--- config.mk ---
export PLATFORM = sky130hd
export DESIGN_NAME = bp_fe_ras
export DESIGN_NICKNAME = d
export VERILOG_FILES = /design/src/rtl/bp_fe_ras.sv
export SDC_FILE = /design/constraint.sdc
export NUM_CORES = 1
export LEC_CHECK = 0
export CAP_MARGIN = 25
export CORE_ASPECT_RATIO = 1.25
export CORE_MARGIN = 3
export CORE_UTILIZATION = 24
export DETAILED_ROUTE_END_ITERATION = 6
export SYNTH_ARGS = -nofsm -noshare
export SYNTH_HDL_FRONTEND = slang
export SYNTH_SLANG_ARGS = --single-unit
export TNS_END_PERCENT = 5
--- constraint.sdc ---
create_clock -name clk_i -period 4.9 [get_ports clk_i]
set_input_delay 1.225 -clock clk_i [delete_from_list [all_inputs] [get_ports clk_i]]
set_output_delay 1.225 -clock clk_i [all_outputs]
set_load 0.02 [all_outputs]
--- src/rtl/bp_fe_ras.sv ---
// Parametrised return-address stack: circular buffer overwriting the oldest entry on overflow,
// with checkpoint/restore of pointer and occupancy. Define BP_FE_RAS_STATS_EN for overflow/underflow counters.
module bp_fe_ras #(
  parameter  int width_p        = 39,
  parameter  int els_p          = 8,
  localparam int ptr_width_lp   = $clog2(els_p),
  localparam int count_width_lp = $clog2(els_p + 1)
) (
  input  logic                      clk_i,
  input  logic                      reset_i,
  input  logic                      push_i,
  input  logic [width_p-1:0]        w_data_i,
  input  logic                      pop_i,
  output logic [width_p-1:0]        r_data_o,
  output logic                      r_v_o,
  output logic                      full_o,
  output logic [count_width_lp-1:0] count_o,
  output logic [ptr_width_lp-1:0]   ckpt_ptr_o,
  input  logic                      restore_i,
  input  logic [ptr_width_lp-1:0]   restore_ptr_i,
`ifdef BP_FE_RAS_STATS_EN
  input  logic [count_width_lp-1:0] restore_count_i,
  output logic [15:0]               overflow_cnt_o,
  output logic [15:0]               underflow_cnt_o
`else
  input  logic [count_width_lp-1:0] restore_count_i
`endif
);

  localparam logic [count_width_lp-1:0] els_cnt_lp = count_width_lp'(els_p);
  localparam logic [ptr_width_lp-1:0]   ptr_one_lp = ptr_width_lp'(1);
  localparam logic [count_width_lp-1:0] cnt_one_lp = count_width_lp'(1);

  logic [width_p-1:0]        mem [els_p];
  logic [ptr_width_lp-1:0]   tos_ptr, tos_ptr_n, top_idx;
  logic [count_width_lp-1:0] count, count_n;
  logic                      empty, full;
  logic                      mem_we;
  logic [ptr_width_lp-1:0]   mem_waddr;

  function automatic logic [count_width_lp-1:0] clamp_count(input logic [count_width_lp-1:0] c);
    return (c > els_cnt_lp) ? els_cnt_lp : c;
  endfunction

  assign empty   = (count == '0);
  assign full    = (count == els_cnt_lp);
  // Pointer width is exactly log2(els_p), so natural wrap gives the modulo.
  assign top_idx = tos_ptr - ptr_one_lp;

  assign r_v_o      = ~empty;
  assign r_data_o   = empty ? '0 : mem[top_idx];
  assign full_o     = full;
  assign count_o    = count;
  assign ckpt_ptr_o = tos_ptr;

  always_comb begin
    tos_ptr_n = tos_ptr;
    count_n   = count;
    mem_we    = 1'b0;
    mem_waddr = tos_ptr;
    if (restore_i) begin
      tos_ptr_n = restore_ptr_i;
      count_n   = clamp_count(restore_count_i);
    end else if (push_i && (!pop_i || empty)) begin
      mem_we    = 1'b1;
      tos_ptr_n = tos_ptr + ptr_one_lp;
      count_n   = full ? count : count + cnt_one_lp;
    end else if (push_i && pop_i) begin
      // Return then call: replace the top entry in place.
      mem_we    = 1'b1;
      mem_waddr = top_idx;
    end else if (pop_i && !empty) begin
      tos_ptr_n = top_idx;
      count_n   = count - cnt_one_lp;
    end
  end

  always_ff @(posedge clk_i) begin
    if (reset_i) begin
      tos_ptr <= '0;
      count   <= '0;
    end else begin
      tos_ptr <= tos_ptr_n;
      count   <= count_n;
    end
  end

  always_ff @(posedge clk_i) begin
    if (mem_we && !reset_i)
      mem[mem_waddr] <= w_data_i;
  end

`ifdef BP_FE_RAS_STATS_EN
  function automatic logic [15:0] sat_inc16(input logic [15:0] v);
    return (v == 16'hFFFF) ? v : v + 16'd1;
  endfunction

  logic overflow_ev, underflow_ev;
  assign overflow_ev  = ~restore_i & push_i & ~pop_i & full;
  assign underflow_ev = ~restore_i & pop_i & ~push_i & empty;

  always_ff @(posedge clk_i) begin
    if (reset_i) begin
      overflow_cnt_o  <= '0;
      underflow_cnt_o <= '0;
    end else begin
      if (overflow_ev)  overflow_cnt_o  <= sat_inc16(overflow_cnt_o);
      if (underflow_ev) underflow_cnt_o <= sat_inc16(underflow_cnt_o);
    end
  end
`endif

endmodule

==> results.md, run 1 <==
* Status: finished clean
* Mapped Cells at about 640
* Core area at 51550 sq um
* Final WL at 29010 um
* Register bit total from synthesis at 319
* Peak VDD IR at between 0.0002 and 0.00025 V
* Grt ovf at 0
* Vias in the first global route at 6725
* Gpl congestion at between 0.7 and 0.8
* Drt pass-1 iters at 5
* Synth cell count leaders: edfxtp_1 (312), nand2_1 (84), mux4_2 (78)
* Final hold vios at 0
* Synth area leaders: edfxtp_1 (75%), mux4_2 (14%), nand2_1 (2.5%)
* CP max stage cell: clkdlybuf4s50_1
* Clock Path Buffers at 3
* Post-synth top flop: edfxtp_1
* Netlist cell types at 44
* # H-tree levels at 2
* Final ANT Viol Nets at 0
* Post-detail-place hpwl at about 16000 um
* Fmax at 0.2264 GHz
* Synth warnings at 0
* Row cnt at 93
* RSZ-0062 raised after global routing: false
* CP cell instances: inv_1 -> ha_4 -> buf_12 -> mux4_2 -> nand2_1 -> a21oi_1 -> clkdlybuf4s50_1
* Synthesized area at 12520 sq um
* Number of gates resized after cts at 0
* Post-synthesis sequential area ratio at 0.7592
* Compound-cell area share of the yosys netlist at 0.03536
* Max cap viols at 0
* CTS tree: yes
* HP Class: reg -> reg
* Fraction of registers with async set or reset after synthesis at 0
* CP max FO at 35
* Combinational family with the most area after synthesis: multiplexers
* Via density at 4.371
* Die width at 210.3 um
* Non-filler instance count after layout at 1447
* Port-buffer cells at 98
* Crit share post-route at 0.9012
* Sinks on Clock Net at between 300 and 400
* Via count of the routed design at 6325
* CP endpoint kind: output port
* Critical Path RT at 3.67 ns
* Die height at roughly 260 um
* Final Hold Slack at 0.6675 ns
* Cell taking the most area after synthesis: edfxtp_1
* Pins Over Slew Limit at 0
* Worst slew pin tran at 0.7660 ns
* Share of layout cells above drive strength 1 at 0.2008
* Initial Util at 0.2430
* First-pass GRT wire length at 43570 um
* Worst stage delay on the critical path at ~0.66 ns
* Post-synthesis area per instance at 19.54 sq um
* Critical Setup Path Class: reg -> out
* Nets at 812
* Synth Area in Simple Gates at 0.04056
* Skew-Pair Late Insertion Delay at between 0.5 and 0.6 ns
* Syn Nets at 696
* ANT cells at 0
* # placed instances at roughly 1400
* Largest net degree at the start of global routing at 81
* Min Tclk post-route at 4.416 ns
* Top-count cell post-synth: edfxtp_1
* Synth Area in XOR/XNOR at 0.004196
* Crit start category: register
* Ports at 99
* Post-Synth Adder-Cell Area at 0.003996
* Slew headroom at 0.4881
* Setup_tns at 0 ns
* Drt drc at 0
* Worst Clk Skew at around 0.018 ns
* Hold buffers post-CTS at 0
* Final setup fails at 0
* Mux cell area share after synthesis at 0.1420
* Clock slew at reported path FFs at 0.06 ns
* P per Cell Area at 432.6 nW/um^2
* EDFF count, synth at 312
* Crit path arrival time at between 3 and 4 ns
* Clock buffer count from CTS at 35
* All-Layer GR Usage at 0.1057
* Postcts setup bufs at 0
* Synth top area share at 0.7481
* Area growth syn-to-layout at 24.47%
* Die outline area at 54980 sq um
* Initial antenna violation count at 2
* Leak at 4.797 nW
* Drt first-iter violations at 500
* Drt wl/cell at 20.05 um
* Root Buffer: clkbuf_16
==> where the power goes <==
part           total (mW)  switching, mW  internal [mW]
Combinational        1.21          0.681          0.529
Sequential           3.07         0.0238           3.04
Clock                2.47           1.05           1.41
==> path summary, 6_finish.rpt <==
check / startpoint / to / slack [ns] / depth (start not counted)
setup / recovery: ckpt_ptr_o[1] / r_data_o[22] / 0.48 / 7
hold / removal: count_o[2] / count_o[2] / 0.67 / 2
setup reg to reg: count_o[3] / mem[7][33] / 1.71 / 5
hold reg to reg: count_o[2] / count_o[2] / 0.67 / 2
==> stage by stage <==
step                total power [mW]  worst slack (ns)  utilization  cell area [sq um]
floorplan                      3.810            0.6359            -              12520
global placement               4.362            0.6939       0.2817              14520
detailed placement             4.367            0.6242       0.2817              14520
CTS                            6.858            0.4041       0.3024              15590
global route                   7.031            0.3157       0.3024              15590
finish                         6.744            0.4840       0.3024              15590
==> cell type report <==
class / instances / area (sq um)
clock buffer: 45 / 934.6
tap: 665 / 832.0
clock inverter: 17 / 135.1
fill: 5034 / 35960
timing repair buffer: 115 / 1209
multi-input combinational: 278 / 2935
inverter: 8 / 30.03
sequential: 319 / 9513
==> cell families after synthesis <==
family,count (synthesis)
adders and majority gates,4
buffers and inverters,44
and+or+nand+nor,121
AOI/OAI and AO/OA,67
muxes,80
xor gates and xnor gates,6
DFF,319
==> flip-flops by register name (all words and copies together), names as in the netlist <==
register and flops:
mem 312, count_o 4, ckpt_ptr_o 3
==> worst max-delay path: cells and delay by family (launching register included) <==
kind / cells / cell delay (ns)
AOI/OAI and AO/OA: 1 / 0.26
adders and majority gates: 1 / 0.55
buffers and inverters: 3 / 1.08
DFF: 1 / 0.45
muxes: 1 / 0.23
and+or+nand+nor: 1 / 0.06
==> cells in the final DEF (no fill, tap or decap), types with 3 or more instances in the layout <==
cell type        netlist  routed
a21oi_1               44      44
buf_12                 0       8
buf_4                  0       9
clkbuf_1              21       9
clkbuf_16              0      36
clkdlybuf4s50_1        0      98
clkinv_1               0       8
dfxtp_1                7       6
edfxtp_1             312     312
ha_1                   4       3
inv_1                  8       8
mux4_2                78      78
nand2_1               84      84
nand2b_1               3       3
nor2_1                17       9
nor2_4                 0       9
nor3_1                 4       4
xnor2_1                4       3
==> per-layer routing <==
layer  vias up  global-route usage  routed length, um
met1      3284              0.1403              12510
met4         4             0.02792                554
met5         -                   0                 25
met2       170              0.1771              14360
li1       2820                   -                  -
met3        47             0.02205               1564
(Power assumes the default switching activity.)
==> run 2: changes to the inputs <==
--- a/config.mk
+++ b/config.mk
@@ -8,8 +8,11 @@
 export CAP_MARGIN = 25
 export CORE_ASPECT_RATIO = 1.25
 export CORE_MARGIN = 3
-export CORE_UTILIZATION = 24
+export CORE_UTILIZATION = 58
 export DETAILED_ROUTE_END_ITERATION = 6
+export HOLD_SLACK_MARGIN = 0.12
+export PLACE_DENSITY = 0.79
+export SETUP_SLACK_MARGIN = 0.3
 export SYNTH_ARGS = -nofsm -noshare
 export SYNTH_HDL_FRONTEND = slang
 export SYNTH_SLANG_ARGS = --single-unit
==> results.md, run 2 (synthesis gave the netlist of run 1 again) <==
* RSZ-0062 raised after global routing: false
* Leak at between 4 and 5 nW
* Final ANT Viol Nets at 0
* ANT cells at 0
* First-pass GRT wire length at 41410 um
* Postcts setup bufs at 0
* Setup crit start: ckpt_ptr_o[1]
* Drt first-iter violations at 690
* Port-buffer cells at roughly 100
* Via count of the routed design at 6563
* Top reg by flops: mem
* CTS tree: yes
* Setup_tns at 0 ns
* Critical Path RT at about 3.7 ns
* Crit path arrival time at between 3 and 4 ns
* P per Cell Area at approximately 430 nW/um^2
* Min Tclk post-route at 4.345 ns
* Final WL at ~27000 um
* Number of gates resized after cts at 0
* Row cnt at just under 60
* R2r startpoint: count_o[3]
* Fmax at about 0.23 GHz
* Worst slew pin tran at 0.7605 ns
* Vias in the first global route at 6955
* Clock buffer count from CTS at 29
* Most common cell after layout, fill and taps aside: edfxtp_1
* Hold buffers post-CTS at 0
* Die height at 170.3 um
* Tot Pwr at about 6.4 mW
* Final hold vios at 0
* Slew headroom at 0.4918
* HP Start: count_o[2]
* Clock Path Buffers at 3
* Commonest cells after routing, fill and taps aside: edfxtp_1 (312), clkdlybuf4s50_1 (98), nand2_1 (84)
* HP Class: reg -> reg
* Skew-Pair Late Insertion Delay at 0.53 ns
* Peak VDD IR at 0.0004072 V
* Status: finished clean
* CP max FO at 40
* Die width at 137.4 um
* Crit start category: register
* All-Layer GR Usage at 0.2371
* Root Buffer: clkbuf_16
* Clock slew at reported path FFs at 0.06 ns
* Pins Over Slew Limit at 0
* Initial Util at 0.5953
* # placed instances at about 1000
* Via density at 6.274
* Critical Setup Path Class: reg -> out
* Drt pass-1 iters at 5
* Drt wl/cell at 25.68 um
* Nets at ~810
* # H-tree levels at 1
* Core area at around 21000 sq um
* Crit share post-route at 0.8868
* Sinks on Clock Net at about 320
* Final setup fails at 0
* Initial antenna violation count at 0
* Area growth syn-to-layout at 18.90%
* Ports at 99
* Max cap viols at 0
* Share of layout cells above drive strength 1 at 0.1969
* Die outline area at approximately 23000 sq um
* Post-detail-place hpwl at 16180 um
* Grt ovf at 0
* Drt drc at 0
* Max reg flops at 312
* Worst Clk Skew at 0.01088 ns
* Non-filler instance count after layout at 1046
* Gpl congestion at 0.8083
* CP endpoint kind: output port
* Largest net degree at the start of global routing at roughly 80
[run 2: report_power, final]
part / switching [mW] / leakage [nW] / internal [mW]
sequential: 0.0267 / 2.87 / 3.04
clock: 0.913 / 0.426 / 1.18
combinational: 0.672 / 1.42 / 0.523
total: 1.61 / 4.72 / 4.74
[run 2: through the flow]
| stage | setup slack, ns | instance area (sq um) | hold WS, ns | util |
|---|---|---|---|---|
| after floorplan | 0.6359 | 12520 | 0.6962 | - |
| after global placement | 0.9174 | 14030 | 0.6529 | 0.6667 |
| after detailed placement | 0.7432 | 14030 | 0.6674 | 0.6667 |
| after CTS | 0.4598 | 14890 | 0.6761 | 0.7076 |
| after global routing | 0.3965 | 14890 | 0.7218 | 0.7078 |
| final | 0.5546 | 14890 | 0.6764 | 0.7078 |
[run 2: worst paths after layout]
check / cells past startpoint / endpoint / slack [ns]
hold reg to reg: 2 / count_o[2] / 0.68
hold / removal: 2 / count_o[2] / 0.68
setup / recovery: 7 / r_data_o[14] / 0.55
setup reg to reg: 5 / mem[7][21] / 1.82
[run 2: critical path, cell delays in order (launching register included)]
cell	delay [ns]
dfxtp_1	0.43
inv_1	0.12
ha_4	0.51
buf_12	0.29
mux4_2	0.23
nand2_1	0.09
a21oi_1	0.24
clkdlybuf4s50_1	0.65
[run 2: cell type report]
cell class	instances	area, sq um
multi-input cells	278	2935
inverters	8	30.03
fillers	1227	6147
clock inverters	15	116.4
flip-flops and latches	319	9513
repair buffers	118	1210
clock buffers	34	744.5
well taps	274	342.8
[run 2: layer usage]
metal	vias to the layer above	global-route usage	wire, um
li1	2807	-	-
met5	-	0	0
met3	57	0.04228	2202
met2	336	0.3747	13430
met1	3363	0.3435	10550
met4	0	0.07769	678
